--- src/rtl/adc_spi_capture.sv ---
// adc_spi_capture
//   Periodic SPI ADC sampler feeding a 16-bit synchronous FIFO. Each sample
//   period it pulses CNV, clocks 16 bits out of the ADC (MSB first) and
//   pushes the assembled word into the FIFO. A write is suppressed while the
//   FIFO reports full, and the lost sample is recorded in a sticky flag.
//
// Parameters
//   CONV_CYCLES    clk cycles adc_cnv is held high per conversion (>=1)
//   CLK_DIV        clk cycles per SCLK half-period (>=1)
//   SAMPLE_PERIOD  clk cycles between conversion starts
//                  (>= CONV_CYCLES + 32*CLK_DIV + 2)
//
// Ports
//   clk          system clock, rising edge
//   rst          synchronous active-high reset
//   enable       level, 1 = run periodic sampling
//   adc_cnv      ADC convert-start, high during CONVERT
//   adc_sclk     ADC serial clock, idles low
//   adc_sdo      ADC serial data, sampled on the clk edge raising adc_sclk
//   fifo_full    FIFO full flag
//   fifo_wr_en   one-cycle FIFO write strobe
//   fifo_data    sample to FIFO, valid with fifo_wr_en; holds last push
//   overrun      sticky, set when a sample is dropped on fifo_full
//   overrun_clr  clears overrun (a same-cycle set wins)
//   busy         high in any state except IDLE
module adc_spi_capture #(
  parameter int unsigned CONV_CYCLES   = 20,
  parameter int unsigned CLK_DIV       = 4,
  parameter int unsigned SAMPLE_PERIOD = 200
) (
  input  logic        clk,
  input  logic        rst,
  input  logic        enable,
  output logic        adc_cnv,
  output logic        adc_sclk,
  input  logic        adc_sdo,
  input  logic        fifo_full,
  output logic        fifo_wr_en,
  output logic [15:0] fifo_data,
  output logic        overrun,
  input  logic        overrun_clr,
  output logic        busy
);

  localparam int unsigned PW = (SAMPLE_PERIOD > 1) ? $clog2(SAMPLE_PERIOD) : 1;
  localparam int unsigned CW = (CONV_CYCLES   > 1) ? $clog2(CONV_CYCLES)   : 1;
  localparam int unsigned DW = (CLK_DIV       > 1) ? $clog2(CLK_DIV)       : 1;

  localparam logic [PW-1:0] P_LAST = PW'(SAMPLE_PERIOD - 1);
  localparam logic [CW-1:0] C_LAST = CW'(CONV_CYCLES - 1);
  localparam logic [DW-1:0] D_LAST = DW'(CLK_DIV - 1);

  localparam logic [2:0] S_IDLE    = 3'd0;
  localparam logic [2:0] S_CONVERT = 3'd1;
  localparam logic [2:0] S_SHIFT   = 3'd2;
  localparam logic [2:0] S_PUSH    = 3'd3;
  localparam logic [2:0] S_WAIT    = 3'd4;

  logic [2:0]    state;
  logic [2:0]    state_nxt;
  logic [PW-1:0] pcnt;
  logic [CW-1:0] ccnt;
  logic [DW-1:0] dcnt;
  logic [4:0]    hcnt;
  logic [15:0]   shreg;
  logic          half_done;
  logic          start;

  // End of the current SCLK half-period.
  assign half_done = (dcnt == D_LAST);

  always_comb begin
    state_nxt = state;
    case (state)
      S_IDLE:    if (enable) state_nxt = S_CONVERT;
      S_CONVERT: if (ccnt == C_LAST) state_nxt = S_SHIFT;
      // hcnt counts completed half-periods; 31 is the 16th high phase.
      S_SHIFT:   if (half_done && (hcnt == 5'd31)) state_nxt = S_PUSH;
      S_PUSH:    state_nxt = S_WAIT;
      S_WAIT:    if (pcnt == P_LAST) state_nxt = enable ? S_CONVERT : S_IDLE;
      default:   state_nxt = S_IDLE;
    endcase
  end

  assign start = (state_nxt == S_CONVERT) && (state != S_CONVERT);

  // Outputs are registered from the next-state value so that adc_cnv and
  // busy line up exactly with the state they describe.
  always_ff @(posedge clk) begin
    if (rst) begin
      state      <= S_IDLE;
      busy       <= 1'b0;
      adc_cnv    <= 1'b0;
      adc_sclk   <= 1'b0;
      fifo_wr_en <= 1'b0;
      fifo_data  <= '0;
      overrun    <= 1'b0;
      pcnt       <= '0;
      ccnt       <= '0;
      dcnt       <= '0;
      hcnt       <= '0;
      shreg      <= '0;
    end else begin
      state      <= state_nxt;
      busy       <= (state_nxt != S_IDLE);
      adc_cnv    <= (state_nxt == S_CONVERT);
      fifo_wr_en <= 1'b0;

      if (start)
        pcnt <= '0;
      else if (state != S_IDLE)
        pcnt <= pcnt + 1'b1;

      if (start)
        ccnt <= '0;
      else if (state == S_CONVERT)
        ccnt <= ccnt + 1'b1;

      if (state == S_SHIFT) begin
        if (half_done) begin
          dcnt     <= '0;
          hcnt     <= hcnt + 1'b1;
          adc_sclk <= ~adc_sclk;
          // Capture on the edge that raises SCLK; SDO was set up after the
          // previous falling edge.
          if (!adc_sclk)
            shreg <= {shreg[14:0], adc_sdo};
        end else begin
          dcnt <= dcnt + 1'b1;
        end
      end else begin
        dcnt     <= '0;
        hcnt     <= '0;
        adc_sclk <= 1'b0;
      end

      if ((state == S_PUSH) && !fifo_full) begin
        fifo_wr_en <= 1'b1;
        fifo_data  <= shreg;
      end

      if ((state == S_PUSH) && fifo_full)
        overrun <= 1'b1;
      else if (overrun_clr)
        overrun <= 1'b0;
    end
  end

endmodule

--- config.mk ---
export PLATFORM = sky130hd
export DESIGN_NAME = adc_spi_capture
export DESIGN_NICKNAME = d
export VERILOG_FILES = /design/src/rtl/adc_spi_capture.sv
export SDC_FILE = /design/constraint.sdc
export NUM_CORES = 1
export LEC_CHECK = 0
export BUFFER_PORTS_ARGS = -buffer_cell sky130_fd_sc_hd__buf_4
export CAP_MARGIN = 0
export CORE_UTILIZATION = 23
export DETAILED_ROUTE_END_ITERATION = 7
export PLACE_DENSITY_LB_ADDON = 0.12
export RECOVER_POWER = 50
export SLEW_MARGIN = 5
export SYNTH_ARGS = -nofsm -noshare
export SYNTH_HDL_FRONTEND = slang
export SYNTH_SLANG_ARGS = --single-unit
--- constraint.sdc ---
create_clock -name clk -period 2.2 [get_ports clk]
set_input_delay 0.11 -clock clk [delete_from_list [all_inputs] [get_ports clk]]
set_output_delay 0.11 -clock clk [all_outputs]
set_load 0.05 [all_outputs]
# Word level (Yosys, flattened, before mapping)
# Index checks and enable logic that the tools add are counted.
# op_classes
mux	9
n_addsub	4
n_bitwise	2
n_eq_ne	10
n_reduce_logical	13
# op_table
cell	n
3-bit case mux with 5 select lines	1
3-bit 2-to-1 mux	4
5-bit by 1-bit adder with 5-bit output (second input constant)	2
5-bit == test (second input constant)	2
8-bit by 1-bit adder with 8-bit output (second input constant)	1
8-bit == test (second input constant)	1
3-bit by 1-bit == test with 1-bit output (second input constant)	2
3-bit by 2-bit == test with 1-bit output (second input constant)	2
3-bit nonzero test	2
1-bit logical AND	4
1-bit 2-to-1 mux	4
2-bit OR reduction	2
3-bit == test (second input constant)	1
3-bit logical NOT	1
3-bit by 1-bit != test with 1-bit output (second input constant)	1
3-bit AND reduction	1
3-bit OR reduction	1
2-bit by 1-bit adder with 2-bit output (second input constant)	1
2-bit == test (second input constant)	1
1-bit NOT	2
2-bit nonzero test	1
1-bit logical NOT	1
# word_totals
reg_bits	60
in_bits	6
elab_cells	50
out_inout_bits	21

# Longest topological paths before layout
# Gate-level depths: netlist (run 1).
# depth
depth_word	7
depth_mapped	7
depth_no_buf	7

# Worst setup path before layout (run 1)
# Ideal clock, no wire load.
# synth_timing
path_type	reg2reg
startpoint	register ccnt[0]
endpoint	register busy
setup_slack_ns	0.686
n_path_buf	0
period_less_slack_ns	1.514
setup_time_ns	0.114
t_required_ns	2.086
t_arrival_ns	1.399
path_stages_with_launch	6
path_cell_list	dfxtp_1 -> ha_1 -> nor4bb_1 -> o221ai_1 -> nand3_1 -> a21bo_1
# synth_between
elab_chain_len	4
# synth_lines
element	line	source
from (decl)	62	logic [CW-1:0] ccnt;
from (signal assigned)	117	ccnt <= ccnt + 1'b1;
5-bit == test	76	S_CONVERT: if (ccnt == C_LAST) state_nxt = S_SHIFT;
3-bit 2-to-1 mux	76	
3-bit case mux with 5 select lines	74	case (state)
3-bit nonzero test	105	busy <= (state_nxt != S_IDLE);
to (signal assigned)	105	
to (decl)	42	output logic busy
# Every way passes these cells.
# A chain may end at the register's enable or synchronous reset.

# Worst setup path in the final report (run 1)
# Ends and elaborated chain as after synthesis.

==> results of run 1 <==
## worst register-to-register path: cells and delay by family (launching register included)
| family | cells | cell delay, ns |
|---|---|---|
| flops | 1 | 0.37 |
| fa+ha+maj | 1 | 0.21 |
| simple gates | 2 | 0.73 |
| compound gates | 2 | 0.46 |
## power by group
group          total [mW]  switching, mW  internal (mW)
combinational      0.0717         0.0480         0.0237
sequential           1.10        0.00962           1.09
clock                1.01          0.422          0.586
total                2.18          0.480           1.70
## state kept, by name, summed over array words and instances (netlist names), 2 cells and up
signal     count
shreg         16
dcnt           2
hcnt           5
ccnt           5
state          3
pcnt           8
fifo_data     16
## path summary, 6_finish.rpt
kind / to / slack, ns / from / cells past startpoint
worst min-delay path: shreg[0]$_SDFFE_PP0P_ / 0.03 / adc_sdo / 3
worst max-delay path: busy$_SDFF_PP0_ / 0.33 / ccnt[0]$_SDFFE_PP0P_ / 5
worst min register to register: dcnt[0]$_SDFF_PP0_ / 0.43 / dcnt[0]$_SDFF_PP0_ / 1
worst max register to register: busy$_SDFF_PP0_ / 0.33 / ccnt[0]$_SDFFE_PP0P_ / 5
## per-layer routing
metal / up-vias / part of all wire / track usage
li1: 950 / - / -
met1: 837 / 0.47 / 0.124
met2: 28 / 0.46 / 0.165
met3: 9 / 0.045 / 0.0366
met4: 0 / 0.019 / 0.0462
met5: - / 0 / 0
## logic make-up (layout without fill, tap and decap cells)
family,after synthesis,count (layout)
flops,60,60
fa+ha+maj,5,5
xor+xnor,15,15
simple gates,128,128
compound gates,43,43
mux,3,3
buf+inv,19,47
## layout by cell type (no fill, tap or decap), types with 2 or more instances in the layout
| cell type | count |
|---|---|
| nand2_1 | 71 |
| dfxtp_1 | 60 |
| a21oi_1 | 36 |
| nor2_1 | 24 |
| clkbuf_1 | 23 |
| clkbuf_8 | 11 |
| xor2_1 | 8 |
| buf_4 | 8 |
| nand4_1 | 7 |
| xnor2_1 | 7 |
| ha_1 | 5 |
| or3_1 | 4 |
| nor3_1 | 4 |
| and3_1 | 3 |
| nand3_1 | 3 |
| mux2i_1 | 3 |
| nand3b_1 | 2 |
| or2b_1 | 2 |
| inv_1 | 2 |
| clkinvlp_4 | 2 |
## through the flow
| step | util | power (mW) |
|---|---|---|
| 4_1_cts | 0.290 | 2.23 |
| 3_5_place_dp | 0.269 | 1.21 |
| 2_1_floorplan | - | 1.18 |
| 3_3_place_gp | 0.269 | 1.21 |
| 6_report | 0.282 | 2.18 |
| 5_1_grt | 0.282 | 2.29 |
## layout make-up
| type | count | area (µm²) | area share |
|---|---|---|---|
| flip-flops and latches | 60 | 1200 | 0.436 |
| multi-input cells | 194 | 1040 | 0.376 |
| well taps | 133 | 166 | 0.0604 |
| clock buffers | 13 | 159 | 0.0577 |
| repair buffers | 29 | 139 | 0.0504 |
| clock inverters | 3 | 45.0 | 0.0164 |
| inverters | 2 | 7.51 | 0.00273 |
==> key figures, run 1 <==
Clock tree
  – Root Buffer Master: clkbuf_8
  – Post_cts resized: 0
  – # Post-CTS Setup Buffers: 0
  – Clk buf depth: 2
  – Worst skew pair latency: 0.33 ns
  – Clock tree from TritonCTS: done
  – Num CTS Buffers: 9
  – Post-CTS Hold Buffers: 0
  – Clock sinks: 60
  – CTS H-tree lvls: 3
  – Clock slew at reported path FFs: 0.07 ns

Outcome
  – Outcome: finished, final reports clean

Yosys
  – Fraction of the mapped netlist area in compound gates: 0.102
  – Synth area leader: dfxtp_1
  – Post-Synth XOR/XNOR Area: 0.0564
  – Post-synthesis mux area share: 0.0129
  – Share of the synthesized area in the top cell type: 0.516
  – Post-Syn Area: 2330 µm²
  – Syn Nets: 284
  – Syn avg cell area: 8.53 µm²
  – Mapped Cells: 273
  – Yosys warning total: 0
  – Synth Area in Simple Gates: 0.247
  – Register bit total from synthesis: 60
  – Ys flop type: dfxtp_1
  – Largest cells by area after synthesis: dfxtp_1 (52%), nand2_1 (11%), a21oi_1 (7.7%), nor2_1 (3.9%), xor2_1 (3.0%)
  – Count leader, synth: nand2_1
  – Post-synthesis adder-cell area fraction: 0.0269
  – Post-synth top cells: nand2_1 (71), dfxtp_1 (60), a21oi_1 (36)
  – Largest family of logic cells by synthesized area: simple AND/OR/NAND/NOR gates
  – Synth async-reset ratio: 0
  – Post-synth cell types: 35
  – Seq/Total Area, Yosys: 0.516
  – Post-synth EDFFs: 0

Timing
  – Worst setup margin: 0.328 ns
  – Slew Limit Headroom: 0.595
  – RSZ-0062 raised after global routing: no
  – Worst slew pin tran: 0.599 ns
  – Post-route minimum period: 1.87 ns
  – Pins Over Slew Limit: 0
  – Max Fclk: 534 MHz
  – Final number of hold-violating endpoints: 0
  – Crit share post-route: 0.851
  – Setup_tns: 0 ns
  – Worst Skew: 0.0114 ns
  – WHS: 0.0250 ns
  – Final setup vio count: 0

Power
  – Worst vdd ir: 267 µV
  – LEAKAGE: 0.924 nW
  – Power per cell area: 793 nW/µm²

GRT
  – Largest net degree at the start of global routing: 40
  – Global Route Usage Sum: 0.103
  – Vias in the first global route: 1739
  – Initial antenna violation count: 0
  – Global-route wire length before repair: 8160 µm
  – Grt ovf: 0

Place
  – Dpl cells: 418
  – Setup WS pre-CTS: 0.312 ns
  – I/O Buffers: 26
  – Detail Placement HPWL: 3100 µm
  – Post-Place Cell Area: 2630 µm²
  – RD Place Congestion: 0.693

Die
  – Starting Density: 0.238
  – Io pins: 27
  – Die ar.: 10500 µm²
  – Die Height: 103 µm
  – Site row count: 36
  – CORE AREA: 9770 µm²
  – Die Span X: 103 µm

Final layout
  – Nets: 307
  – Final Cell Area: 2750 µm²
  – Area delta synth->final: 18.3%
  – Layout cells sized above 1: 0.0831
  – FILL cells: 1129
  – Post-route insts no fill: 434
  – N_diodes: 0

Setup path
  – CP delay by family, top: simple AND/OR/NAND/NOR gates
  – CP required: 2.42 ns
  – Max incr delay on CP: 0.57 ns
  – CP Capture Type: flip-flop
  – WP buf/inv: 0
  – Critical Path Start Type: flip-flop
  – WS Path Type: flip-flop to flip-flop
  – Arr. time, crit path: 2.09 ns
  – Cells along the critical path: ha_1 > nor4bb_1 > o221ai_1 > nand3_1 > a21bo_1
  – CP max stage cell: nor4bb_1
  – CP Max Fanout: 3

Drt
  – First drt pass iteration count: 4
  – Remaining DRCs: 0
  – WL final: 4770 µm
  – Initial DRC Count: 68
  – Routed vias/inst: 4.20
  – Vias: 1824
  – ANT nets after route: 0
  – WL per Instance: 11.0 µm

Hold path
  – Worst hold path type: input port to flip-flop

Job
  – Max-cap violations: 0
Power figures use the tool's default switching activity.
==> run 2: changes to the inputs <==
- CORE_ASPECT_RATIO: not set -> 0.7
- PLACE_DENSITY_LB_ADDON: 0.12 -> not set
==> key figures, run 2 (same netlist as run 1, synthesis figures left out) <==
Outcome
  – Outcome: finished, final reports clean

Setup path
  – CP Capture Type: flip-flop
  – WS Path Type: flip-flop to flip-flop
  – Cells along the critical path: ha_1 > nor4bb_1 > o221ai_1 > nand3_1 > a21bo_1
  – CP Max Fanout: 3
  – CP required: 2.41 ns
  – R2R depth: 5
  – Max incr delay on CP: 0.56 ns
  – Critical Path Start Type: flip-flop
  – Arr. time, crit path: 2.03 ns
  – CP max stage cell: nor4bb_1

Place
  – Setup WS pre-CTS: 0.421 ns
  – Post-Place Cell Area: 2620 µm²
  – Detail Placement HPWL: 3280 µm
  – I/O Buffers: 26
  – RD Place Congestion: 0.739

Die
  – Io pins: 27
  – CORE AREA: 9760 µm²
  – Die Span X: 122 µm
  – Die ar.: 10500 µm²
  – Die Height: 86.2 µm
  – Site row count: 30
  – Starting Density: 0.239

Power
  – Clock power frac: 0.534
  – Seq pwr share: 0.438
  – Switching power of the nets: 0.535 mW
  – Power per cell area: 889 nW/µm²
  – Worst vdd ir: 329 µV
  – LEAKAGE: 0.965 nW
  – Sw frac: 0.212
  – Gate power share: 0.028
  – Pint: 1.99 mW

Clock tree
  – Clock sinks: 60
  – Clock slew at reported path FFs: 0.05 ns
  – Num CTS Buffers: 9
  – # Post-CTS Setup Buffers: 0
  – Worst skew pair latency: 0.32 ns
  – Clock tree from TritonCTS: done
  – Post_cts resized: 0
  – CTS H-tree lvls: 3
  – Clk buf depth: 2
  – Root Buffer Master: clkbuf_16
  – Post-CTS Hold Buffers: 0

Timing
  – Max Fclk: 549 MHz
  – Final setup vio count: 0
  – Final number of hold-violating endpoints: 0
  – Worst Skew: 0.00519 ns
  – WHS: 0.0555 ns
  – Post-route minimum period: 1.82 ns
  – Pins Over Slew Limit: 0
  – RSZ-0062 raised after global routing: no
  – Worst setup margin: 0.379 ns
  – Slew Limit Headroom: 0.583
  – Crit share post-route: 0.828
  – Worst slew pin tran: 0.629 ns
  – Setup_tns: 0 ns

Hold path
  – Worst hold path type: input port to flip-flop
  – Hold path depth: 3

Drt
  – Remaining DRCs: 0
  – WL per Instance: 11.2 µm
  – First drt pass iteration count: 4
  – ANT nets after route: 0
  – Vias: 1833
  – Initial DRC Count: 117
  – WL final: 4810 µm
  – Routed vias/inst: 4.27

Final layout
  – Area delta synth->final: 21.8%
  – Reg area: 1200 µm²
  – Top flop regs: fifo_data (16), shreg (16), pcnt (8)
  – Final Cell Area: 2840 µm²
  – Most frequent cells in the layout: nand2_1 (71), dfxtp_1 (60), a21oi_1 (36)
  – FILL cells: 1057
  – Layout cells sized above 1: 0.0897
  – Commonest non-fill, non-tap cell in the layout: nand2_1
  – Nets: 307
  – N_diodes: 0
  – Multi-input logic area: 1040 µm²
  – Utilization after layout: 0.291

GRT
  – Global Route Usage Sum: 0.0998
  – Largest net degree at the start of global routing: 40
  – Initial antenna violation count: 0
  – Vias in the first global route: 1701
  – Grt ovf: 0
  – Global-route wire length before repair: 8110 µm

Job
  – Max-cap violations: 0
-- run 2: changes by cell type in the layout (fill, tap and decap cells not counted), sizes merged --
cell / change
clkbuf: -4
clkinv: +3
clkinvlp: +1
-- run 2: path summary, 6_finish.rpt --
check	endpoint	slack, ns	startpoint
min	shreg[0]$_SDFFE_PP0P_	0.06	adc_sdo
max reg2reg	busy$_SDFF_PP0_	0.38	ccnt[0]$_SDFFE_PP0P_
min reg2reg	dcnt[0]$_SDFF_PP0_	0.44	dcnt[0]$_SDFF_PP0_
max	busy$_SDFF_PP0_	0.38	ccnt[0]$_SDFFE_PP0P_
-- run 2: cell type report --
| class | count | area share |
|---|---|---|
| Sequential cell | 60 | 0.423 |
| Tap cell | 128 | 0.0565 |
| Clock inverter | 7 | 0.0238 |
| Clock buffer | 9 | 0.0794 |
| Inverter | 2 | 0.00265 |
| Multi-Input combinational cell | 194 | 0.365 |
| Timing Repair Buffer | 29 | 0.0490 |
-- run 2: through the flow --
stage / std cells / total power, mW
2_1_floorplan: 273 / 1.18
6_report: 429 / 2.52
4_1_cts: 429 / 2.56
3_3_place_gp: 413 / 1.20
5_1_grt: 429 / 2.63
3_5_place_dp: 413 / 1.20
-- run 2: per-layer routing --
layer,part of all wire,track usage
met1,0.51,0.129
met2,0.42,0.139
met3,0.052,0.0500
met4,0.0081,0.0410
met5,0,0
-- run 2: critical path: cells and delay by family, from the launching register on --
kind | cells | cell delay (ns)
flops | 1 | 0.37
fa+ha+maj | 1 | 0.21
compound gates | 2 | 0.42
simple gates | 2 | 0.71
-- run 2: power groups by stage --
stage / Combinational [mW] / Clock (mW) / Sequential (mW)
after detailed placement: 0.0741 / 0 / 1.13
after global routing: 0.0786 / 1.44 / 1.11
after global placement: 0.0733 / 0 / 1.13
after floorplan: 0.0466 / 0 / 1.14
final: 0.0706 / 1.35 / 1.11
after CTS: 0.0749 / 1.38 / 1.11
==> run 3: changes to the inputs <==
- clock period: 2.2 -> 1.55 ns (I/O delays scaled with it)
==> key figures, run 3 (same netlist as run 1, synthesis figures left out) <==
Die
  – Die Height: 86.2 µm
  – Starting Density: 0.239
  – Die Span X: 122 µm
  – Io pins: 27
  – Site row count: 30
  – Die ar.: 10500 µm²
  – CORE AREA: 9760 µm²

Setup path
  – WS Path Type: flip-flop to flip-flop
  – Most used cell, CP: ha_1
  – Critical Path Start Type: flip-flop
  – Arr. time, crit path: 1.69 ns
  – CP Capture Type: flip-flop
  – WP buf/inv: 0
  – CP max stage cell: dfxtp_2
  – Max incr delay on CP: 0.33 ns
  – Cells along the critical path: ha_1 > and3_1 > ha_1 > nand2_1 > o221ai_2 > nand3_1 > a21bo_1
  – CP delay by family, top: adder cells
  – CP required: 1.77 ns
  – CP Max Fanout: 3

GRT
  – Initial antenna violation count: 0
  – Global-route wire length before repair: 8560 µm
  – Vias in the first global route: 1780
  – Global Route Usage Sum: 0.105
  – Grt ovf: 0
  – Largest net degree at the start of global routing: 37

Power
  – LEAKAGE: 1.07 nW
  – Worst vdd ir: 661 µV
  – Power per cell area: 1210 nW/µm²

Clock tree
  – Num CTS Buffers: 9
  – Clock sinks: 60
  – Root Buffer Master: clkbuf_16
  – Clk buf depth: 2
  – CTS H-tree lvls: 3
  – Clock slew at reported path FFs: 0.06 ns
  – Clock tree from TritonCTS: done
  – Worst skew pair latency: 0.32 ns

Timing
  – Final setup vio count: 0
  – Final number of hold-violating endpoints: 0
  – Crit share post-route: 0.953
  – RSZ-0062 raised after global routing: yes
  – Worst slew pin tran: 0.656 ns
  – Slew Limit Headroom: 0.564
  – Max Fclk: 677 MHz
  – Post-route minimum period: 1.48 ns
  – Pins Over Slew Limit: 0
  – Worst Skew: 0.00492 ns

Job
  – Max-cap violations: 0

Drt
  – ANT nets after route: 0
  – Initial DRC Count: 137
  – WL final: 5080 µm
  – Remaining DRCs: 0
  – WL per Instance: 11.3 µm
  – Vias: 1922
  – Routed vias/inst: 4.28
  – First drt pass iteration count: 6

Hold path
  – Worst hold path type: input port to flip-flop

Final layout
  – FILL cells: 1052
  – Reg area: 1210 µm²
  – Nets: 327
  – Final Cell Area: 3050 µm²
  – Most frequent cells in the layout: nand2_1 (71), dfxtp_1 (54), a21oi_1 (36)
  – Area delta synth->final: 30.8%
  – Post-route insts no fill: 449
  – N_diodes: 0
  – Layout cells sized above 1: 0.174
  – Commonest non-fill, non-tap cell in the layout: nand2_1
  – Utilization after layout: 0.312
  – Top flop regs: fifo_data (16), shreg (16), pcnt (8)
  – Multi-input logic area: 1070 µm²

Place
  – I/O Buffers: 26
  – Detail Placement HPWL: 3360 µm
  – Dpl cells: 430
  – Post-Place Cell Area: 2760 µm²
  – RD Place Congestion: 0.694

Outcome
  – Outcome: finished, final reports clean
[run 3: changes by cell type in the layout (fill, tap and decap cells not counted), sizes merged]
cell	before	now
clkinvlp	3	1
buf	8	26
dlygate4sd3	0	1
inv	2	4
a31o	1	2
[run 3: final cells by class]
class | count | area share
Clock buffer | 9 | 0.0739
Clock inverter | 7 | 0.0242
Tap cell | 128 | 0.0526
Inverter | 2 | 0.00246
Sequential cell | 60 | 0.397
Timing Repair Buffer | 48 | 0.0973
Multi-Input combinational cell | 195 | 0.353
[run 3: routing by layer]
metal / track usage / part of all wire
met1: 0.137 / 0.51
met2: 0.144 / 0.41
met3: 0.0539 / 0.054
met4: 0.0432 / 0.017
met5: 0 / 0
[run 3: worst paths after layout]
check | from | to | slack (ns) | cells past startpoint
setup / recovery | hcnt[0]$_SDFFE_PP0P_ | busy$_SDFF_PP0_ | 0.07 | 7
setup reg to reg | hcnt[0]$_SDFFE_PP0P_ | busy$_SDFF_PP0_ | 0.07 | 7
hold reg to reg | dcnt[0]$_SDFF_PP0_ | dcnt[0]$_SDFF_PP0_ | 0.44 | 1
hold / removal | overrun_clr | overrun$_SDFFE_PP0P_ | 0.05 | 3
[run 3: per-stage QoR]
| step | hold slack, ns | setup TNS, ns | setup slack [ns] | total power, mW |
|---|---|---|---|---|
| 6_report | 0.0455 | 0 | 0.0722 | 3.69 |
| 4_1_cts | 0.0352 | 0 | 0.00361 | 3.72 |
| 2_1_floorplan | 0.213 | 0 | 0.0361 | 1.68 |
| 3_5_place_dp | 0.342 | -0.0126 | -0.0126 | 1.72 |
| 3_3_place_gp | 0.331 | 0 | 0.00763 | 1.72 |
| 5_1_grt | 0.0528 | -0.00738 | -0.00738 | 3.81 |
[run 3: worst min-delay path: stages]
cell and delay (ns):
buf_4 0.07, nand2b_1 0.10, a21oi_1 0.06
[run 3: what timing repair did]
item | CTS | global route
hold buffers | 1 | 0
endpoints found under the hold margin | 1 | 0
cloned | 0 | 1
resized for setup | 1 | 12
setup buffers | 0 | 1
setup endpoints to repair | 2 | 41
pin swaps | 0 | 3
[run 3: power by group]
group / internal (mW) / switching [mW] / leakage, nW
clock: 1.25 / 0.740 / 0.146
combinational: 0.0534 / 0.0767 / 0.441
sequential: 1.56 / 0.0104 / 0.487
total: 2.86 / 0.827 / 1.07
